--- src/rtl/dma_priority_arbiter.sv ---
// dma_priority_arbiter: priority and handshake stage of an 8237A-style DMA core.
// Synchronises the asynchronous DREQ lines and merges them with the mask and software
// requests. Picks a winning channel with fixed or rotating priority, runs the HRQ/HLDA
// bus-hold handshake and drives DACK. The granted channel goes to timing control/datapath.
//
// Ports:
//   clk_i               core clock
//   rst_i               asynchronous active-high reset
//   dreq_i[3:0]         asynchronous channel requests (polarity per dreq_sense_low_i)
//   hlda_i              hold acknowledge from the CPU
//   mask_i[3:0]         channel mask (1 = masked); does not affect software requests
//   sw_req_i[3:0]       software request bits
//   dreq_sense_low_i    1 = DREQ active-low
//   dack_sense_high_i   1 = DACK active-high
//   rot_pri_i           1 = rotating priority, 0 = fixed (ch0 highest)
//   ctrl_disable_i      1 = no new requests accepted from idle
//   tc_done_i           1-cycle pulse: service of grant_ch_o complete
//   hrq_o               hold request to the CPU (registered)
//   dack_o[3:0]         one-hot acknowledge at the selected active level
//   grant_vld_o         a channel is granted and the bus is owned
//   grant_ch_o[1:0]     encoded granted channel, stable while grant_vld_o = 1
//   sw_req_clr_o[3:0]   1-cycle pulse clearing the serviced channel's software request

module dma_priority_arbiter #(
    parameter int unsigned NCH         = 4,
    parameter int unsigned SYNC_STAGES = 2
) (
    input  logic           clk_i,
    input  logic           rst_i,
    input  logic [NCH-1:0] dreq_i,
    input  logic           hlda_i,
    input  logic [NCH-1:0] mask_i,
    input  logic [NCH-1:0] sw_req_i,
    input  logic           dreq_sense_low_i,
    input  logic           dack_sense_high_i,
    input  logic           rot_pri_i,
    input  logic           ctrl_disable_i,
    input  logic           tc_done_i,
    output logic           hrq_o,
    output logic [NCH-1:0] dack_o,
    output logic           grant_vld_o,
    output logic [1:0]     grant_ch_o,
    output logic [NCH-1:0] sw_req_clr_o
);

    typedef enum logic [1:0] {StIdle, StReq, StActive, StRelease} state_e;

    state_e         state_q;
    logic           hrq_q;
    logic [NCH-1:0] dack_q;
    logic           grant_vld_q;
    logic [1:0]     grant_ch_q;
    logic [NCH-1:0] sw_req_clr_q;
    logic [1:0]     ptr_q;          // highest-priority channel in rotating mode
    logic [NCH-1:0] sync_q [SYNC_STAGES];

    logic [NCH-1:0] dreq_s;
    logic [NCH-1:0] eff_req;
    logic [1:0]     start_ch;
    logic [1:0]     idx;
    logic           win_vld;
    logic [1:0]     win_ch;
    logic [NCH-1:0] win_oh;
    logic [NCH-1:0] grant_oh;

    // DREQ synchroniser chain
    always_ff @(posedge clk_i or posedge rst_i) begin
        if (rst_i) begin
            for (int i = 0; i < SYNC_STAGES; i++) begin
                sync_q[i] <= '0;
            end
        end else begin
            sync_q[0] <= dreq_i;
            for (int i = 1; i < SYNC_STAGES; i++) begin
                sync_q[i] <= sync_q[i-1];
            end
        end
    end

    assign dreq_s   = sync_q[SYNC_STAGES-1] ^ {NCH{dreq_sense_low_i}};
    assign eff_req  = (dreq_s & ~mask_i) | sw_req_i;
    assign start_ch = rot_pri_i ? ptr_q : 2'd0;

    // Scan from lowest to highest priority so the last hit is the winner.
    always_comb begin
        win_vld = 1'b0;
        win_ch  = 2'd0;
        idx     = 2'd0;
        for (int i = NCH - 1; i >= 0; i--) begin
            idx = start_ch + 2'(i);
            if (eff_req[idx]) begin
                win_vld = 1'b1;
                win_ch  = idx;
            end
        end
    end

    assign win_oh   = {{(NCH-1){1'b0}}, 1'b1} << win_ch;
    assign grant_oh = {{(NCH-1){1'b0}}, 1'b1} << grant_ch_q;

    always_ff @(posedge clk_i or posedge rst_i) begin
        if (rst_i) begin
            state_q      <= StIdle;
            hrq_q        <= 1'b0;
            dack_q       <= '0;
            grant_vld_q  <= 1'b0;
            grant_ch_q   <= 2'd0;
            sw_req_clr_q <= '0;
            ptr_q        <= 2'd0;
        end else begin
            sw_req_clr_q <= '0;
            unique case (state_q)
                StIdle: begin
                    if (win_vld && !ctrl_disable_i) begin
                        state_q <= StReq;
                        hrq_q   <= 1'b1;
                    end
                end
                StReq: begin
                    if (!win_vld) begin
                        state_q <= StIdle;
                        hrq_q   <= 1'b0;
                    end else if (hlda_i) begin
                        grant_ch_q  <= win_ch;
                        dack_q      <= win_oh;
                        grant_vld_q <= 1'b1;
                        state_q     <= StActive;
                    end
                end
                StActive: begin
                    // Completion takes precedence over a simultaneous HLDA drop.
                    if (tc_done_i) begin
                        dack_q       <= '0;
                        grant_vld_q  <= 1'b0;
                        hrq_q        <= 1'b0;
                        sw_req_clr_q <= grant_oh;
                        if (rot_pri_i) begin
                            ptr_q <= grant_ch_q + 2'd1;
                        end
                        state_q <= StRelease;
                    end else if (!hlda_i) begin
                        dack_q      <= '0;
                        grant_vld_q <= 1'b0;
                        hrq_q       <= 1'b0;
                        state_q     <= StIdle;
                    end
                end
                StRelease: begin
                    if (!hlda_i) begin
                        state_q <= StIdle;
                    end
                end
                default: state_q <= StIdle;
            endcase
        end
    end

    assign hrq_o        = hrq_q;
    assign dack_o       = dack_sense_high_i ? dack_q : ~dack_q;
    assign grant_vld_o  = grant_vld_q;
    assign grant_ch_o   = grant_ch_q;
    assign sw_req_clr_o = sw_req_clr_q;

endmodule

--- config.mk ---
export PLATFORM = sky130hd
export DESIGN_NAME = dma_priority_arbiter
export DESIGN_NICKNAME = d
export VERILOG_FILES = /design/src/rtl/dma_priority_arbiter.sv
export SDC_FILE = /design/constraint.sdc
export NUM_CORES = 1
export LEC_CHECK = 0
export BUFFER_PORTS_ARGS = -buffer_cell sky130_fd_sc_hd__buf_2
export CORE_ASPECT_RATIO = 1.1
export CORE_MARGIN = 8
export CORE_UTILIZATION = 40
export DETAILED_ROUTE_END_ITERATION = 8
export GPL_TIMING_DRIVEN = 0
export PLACE_DENSITY = 0.66
export REMOVE_ABC_BUFFERS = 1
export SKIP_CTS_REPAIR_TIMING = 1
export SKIP_LAST_GASP = 1
export SLEW_MARGIN = 15
export SYNTH_ARGS = -nofsm -noshare
export SYNTH_HDL_FRONTEND = slang
export SYNTH_SLANG_ARGS = --single-unit
export TNS_END_PERCENT = 10
--- constraint.sdc ---
create_clock -name clk_i -period 2.25 [get_ports clk_i]
set_clock_uncertainty 0.05 [all_clocks]
set_input_delay 0.1125 -clock clk_i [delete_from_list [all_inputs] [get_ports clk_i]]
set_output_delay 0.1125 -clock clk_i [all_outputs]
set_load 0.03 [all_outputs]
==> metrics.txt <==
worst setup path start=sync_q[1]; CTS Buf Count=3; Pre-antenna DRT Iters=4; post-layout util=50.9%; FP Rows=21; Crit path required time=2.40 ns; Leakage=approximately 0.76 nW; Die Wd=69.8 µm; via count=1040; # H-tree levels=1; GRT Total Usage=around 11%; slowest CP cell=dfrtp_1; CP cell instances=xor2_1 > a21oi_2 > a41oi_2 > a22o_1 > o21ai_0 > o31ai_1; Reg2Reg Depth=6; post-route ant nets=0; largest net degree at the start of global routing=25; Post-synth top flop=dfrtp_1; antenna violations before repair=0; Max-slew headroom=between 30% and 40%; Synth Area per Inst=10.4 µm²; worst ir drop on vdd=0.571 mV; DIE AREA=around 5300 µm²; status=finished with violations; DP Cell Count=about 190; Ports=32; endpoints failing setup=0; CTS tree=done; pin slew with the least headroom to its limit=between 0.9 and 1 ns; CP peak stage delay=0.39 ns; RR Endpoint=state_q[1]; post-layout minimum cycle time=around 1.9 ns; WP depth=6; first-pass GRT wire length=4.66 mm; Final Hold Fails=24; Nets=between 150 and 200; worst r2r src=sync_q[1]; initial core utilization=41.8%; failing checks=hold timing; Routability Congestion=0.881; Post-synth EDFFs=0; setup TNS=0 ns; root buffer cell=clkbuf_4; Die Ht=75.2 µm; Hold Path Class=in2async; Mapped Cells=123; residual DRC count=0; crit end category=register; Achievable Freq=531 MHz; kind of start point of the critical path=register; ANT cells=0; Slew Viols, Final=0; sequential area share after synthesis=47.1%; Worst Path Buf+Inv=0; total gr overflow=0; r2r setup slk=roughly 0.37 ns; area grow syn2layout=21.7%; clock-pin slew on the worst setup and hold paths=0.13 ns; Setup CP Type=reg2reg; count of cell types in the netlist=34; DP HPWL=2.18 mm; post-route insts no fill=just under 200; Ys Warns=0; Synth async-reset ratio=100%; worst path arrival time=2.04 ns; Critical Path Sink=state_q[1]; CTS max path bufs=2; CTS Sinks=24; Detailed Route Iter0 Violations=64; vias in the first global route=roughly 1100; RSZ-0062 raised after global routing=no; PwrDens=1030 nW/µm²; Mapped Area=1270 µm²; drt wl/cell=about 14 µm; Max Cap Viol=0; Hold WS=-0.0789 ns; final wirelength=2.83 mm; Final period util=83.7%; Core Area=3050 µm²; CP delay by family, top=compound AO/OA/AOI/OAI gates; Skew-Pair Late Insertion Delay=0.31 ns; worst-path fanout max=7; port buffer count=31; share of layout cells above drive strength 1=27.3%; drt via density=5.33; Yosys reg bits=24
area by class of cell:
cell class,instances,area [µm²]
Multi-Input combinational cell,87,629
Timing Repair Buffer,36,205
Clock buffer,4,36.3
Tap cell,34,42.5
Inverter,10,37.5
Sequential cell,24,601
Fill cell,287,1500
worst min-delay path by stage:
| stage | end | cells after the start |
|---|---|---|
| after floorplan | dack_q[0] | 1 |
| after CTS | sync_q[5] | 1 |
| final | state_q[1] | 2 |
| after global routing | ptr_q[0] | 2 |
| after detailed placement | sync_q[5] | 1 |
| after global placement | sync_q[5] | 1 |
metrics by stage:
stage	setup WS, ns	total power, mW	instance area, µm²
floorplan	0.622	1.17	1270
global placement	0.466	1.35	1470
detailed placement	0.407	1.38	1470
CTS	0.388	1.61	1500
global route	0.289	1.74	1550
finish	0.366	1.60	1550
synthesized netlist by cell type, types with 3 or more instances:
cell     instances  area (µm²)
dfrtp_1         24         601
a21oi_1          7        35.0
and3_1           4        25.0
o31ai_1          3        22.5
nor2_1           6        22.5
inv_1           10        37.5
xnor2_1          6        52.6
nand2_1          9        33.8
o21ai_0         12        60.1
a31oi_1          4        25.0
ha_1             9         113
power by group:
| part | leakage, nW | total [mW] | internal, mW | switching [mW] |
|---|---|---|---|---|
| sequential | 0.299 | 0.635 | 0.533 | 0.101 |
| clock | 0.0210 | 0.219 | 0.0988 | 0.121 |
| combinational | 0.442 | 0.747 | 0.287 | 0.460 |
placed cells by master (no fill, tap or decap), drive strengths merged:
cell / n
a21oi: 9
dfrtp: 24
o21ai: 12
nand2: 9
buf: 31
xnor2: 6
or2: 1
and3: 4
mux2: 2
a21o: 1
and2: 2
dlygate4sd3: 5
inv: 10
xor2: 2
a211oi: 1
mux2i: 1
nand4: 1
nand3: 1
a41o: 1
a221oi: 1
o21bai: 2
ha: 9
clkbuf: 4
a22o: 2
nor2: 6
a31oi: 4
a32o: 1
nor3: 2
a41oi: 1
o31ai: 3
o2bb2ai: 1
o21ba: 2
flip-flops by register name, indices dropped and copies added (netlist names):
signal,count
dack_q,4
sync_q,8
sw_req_clr_o,4
grant_ch_o,2
state_q,2
hrq_o,1
ptr_q,2
grant_vld_o,1
cell families after synthesis:
logic type      synth area share, %
buf+inv                        3.53
xor+xnor                       5.50
fa+ha+maj                      8.83
flops                          47.1
compound gates                 22.9
simple gates                   9.62
mux                            2.55
layer usage:
metal	part of all wire, %	up-vias	routed length (µm)	GRT usage, %
met5	0	-	0	0
met4	1.8	0	52	5.80
met3	3.8	5	108	2.64
met2	51	16	1440	19.7
met1	43	508	1230	11.6
li1	-	511	-	-
No activity file was read; power rests on OpenSTA's default activity.
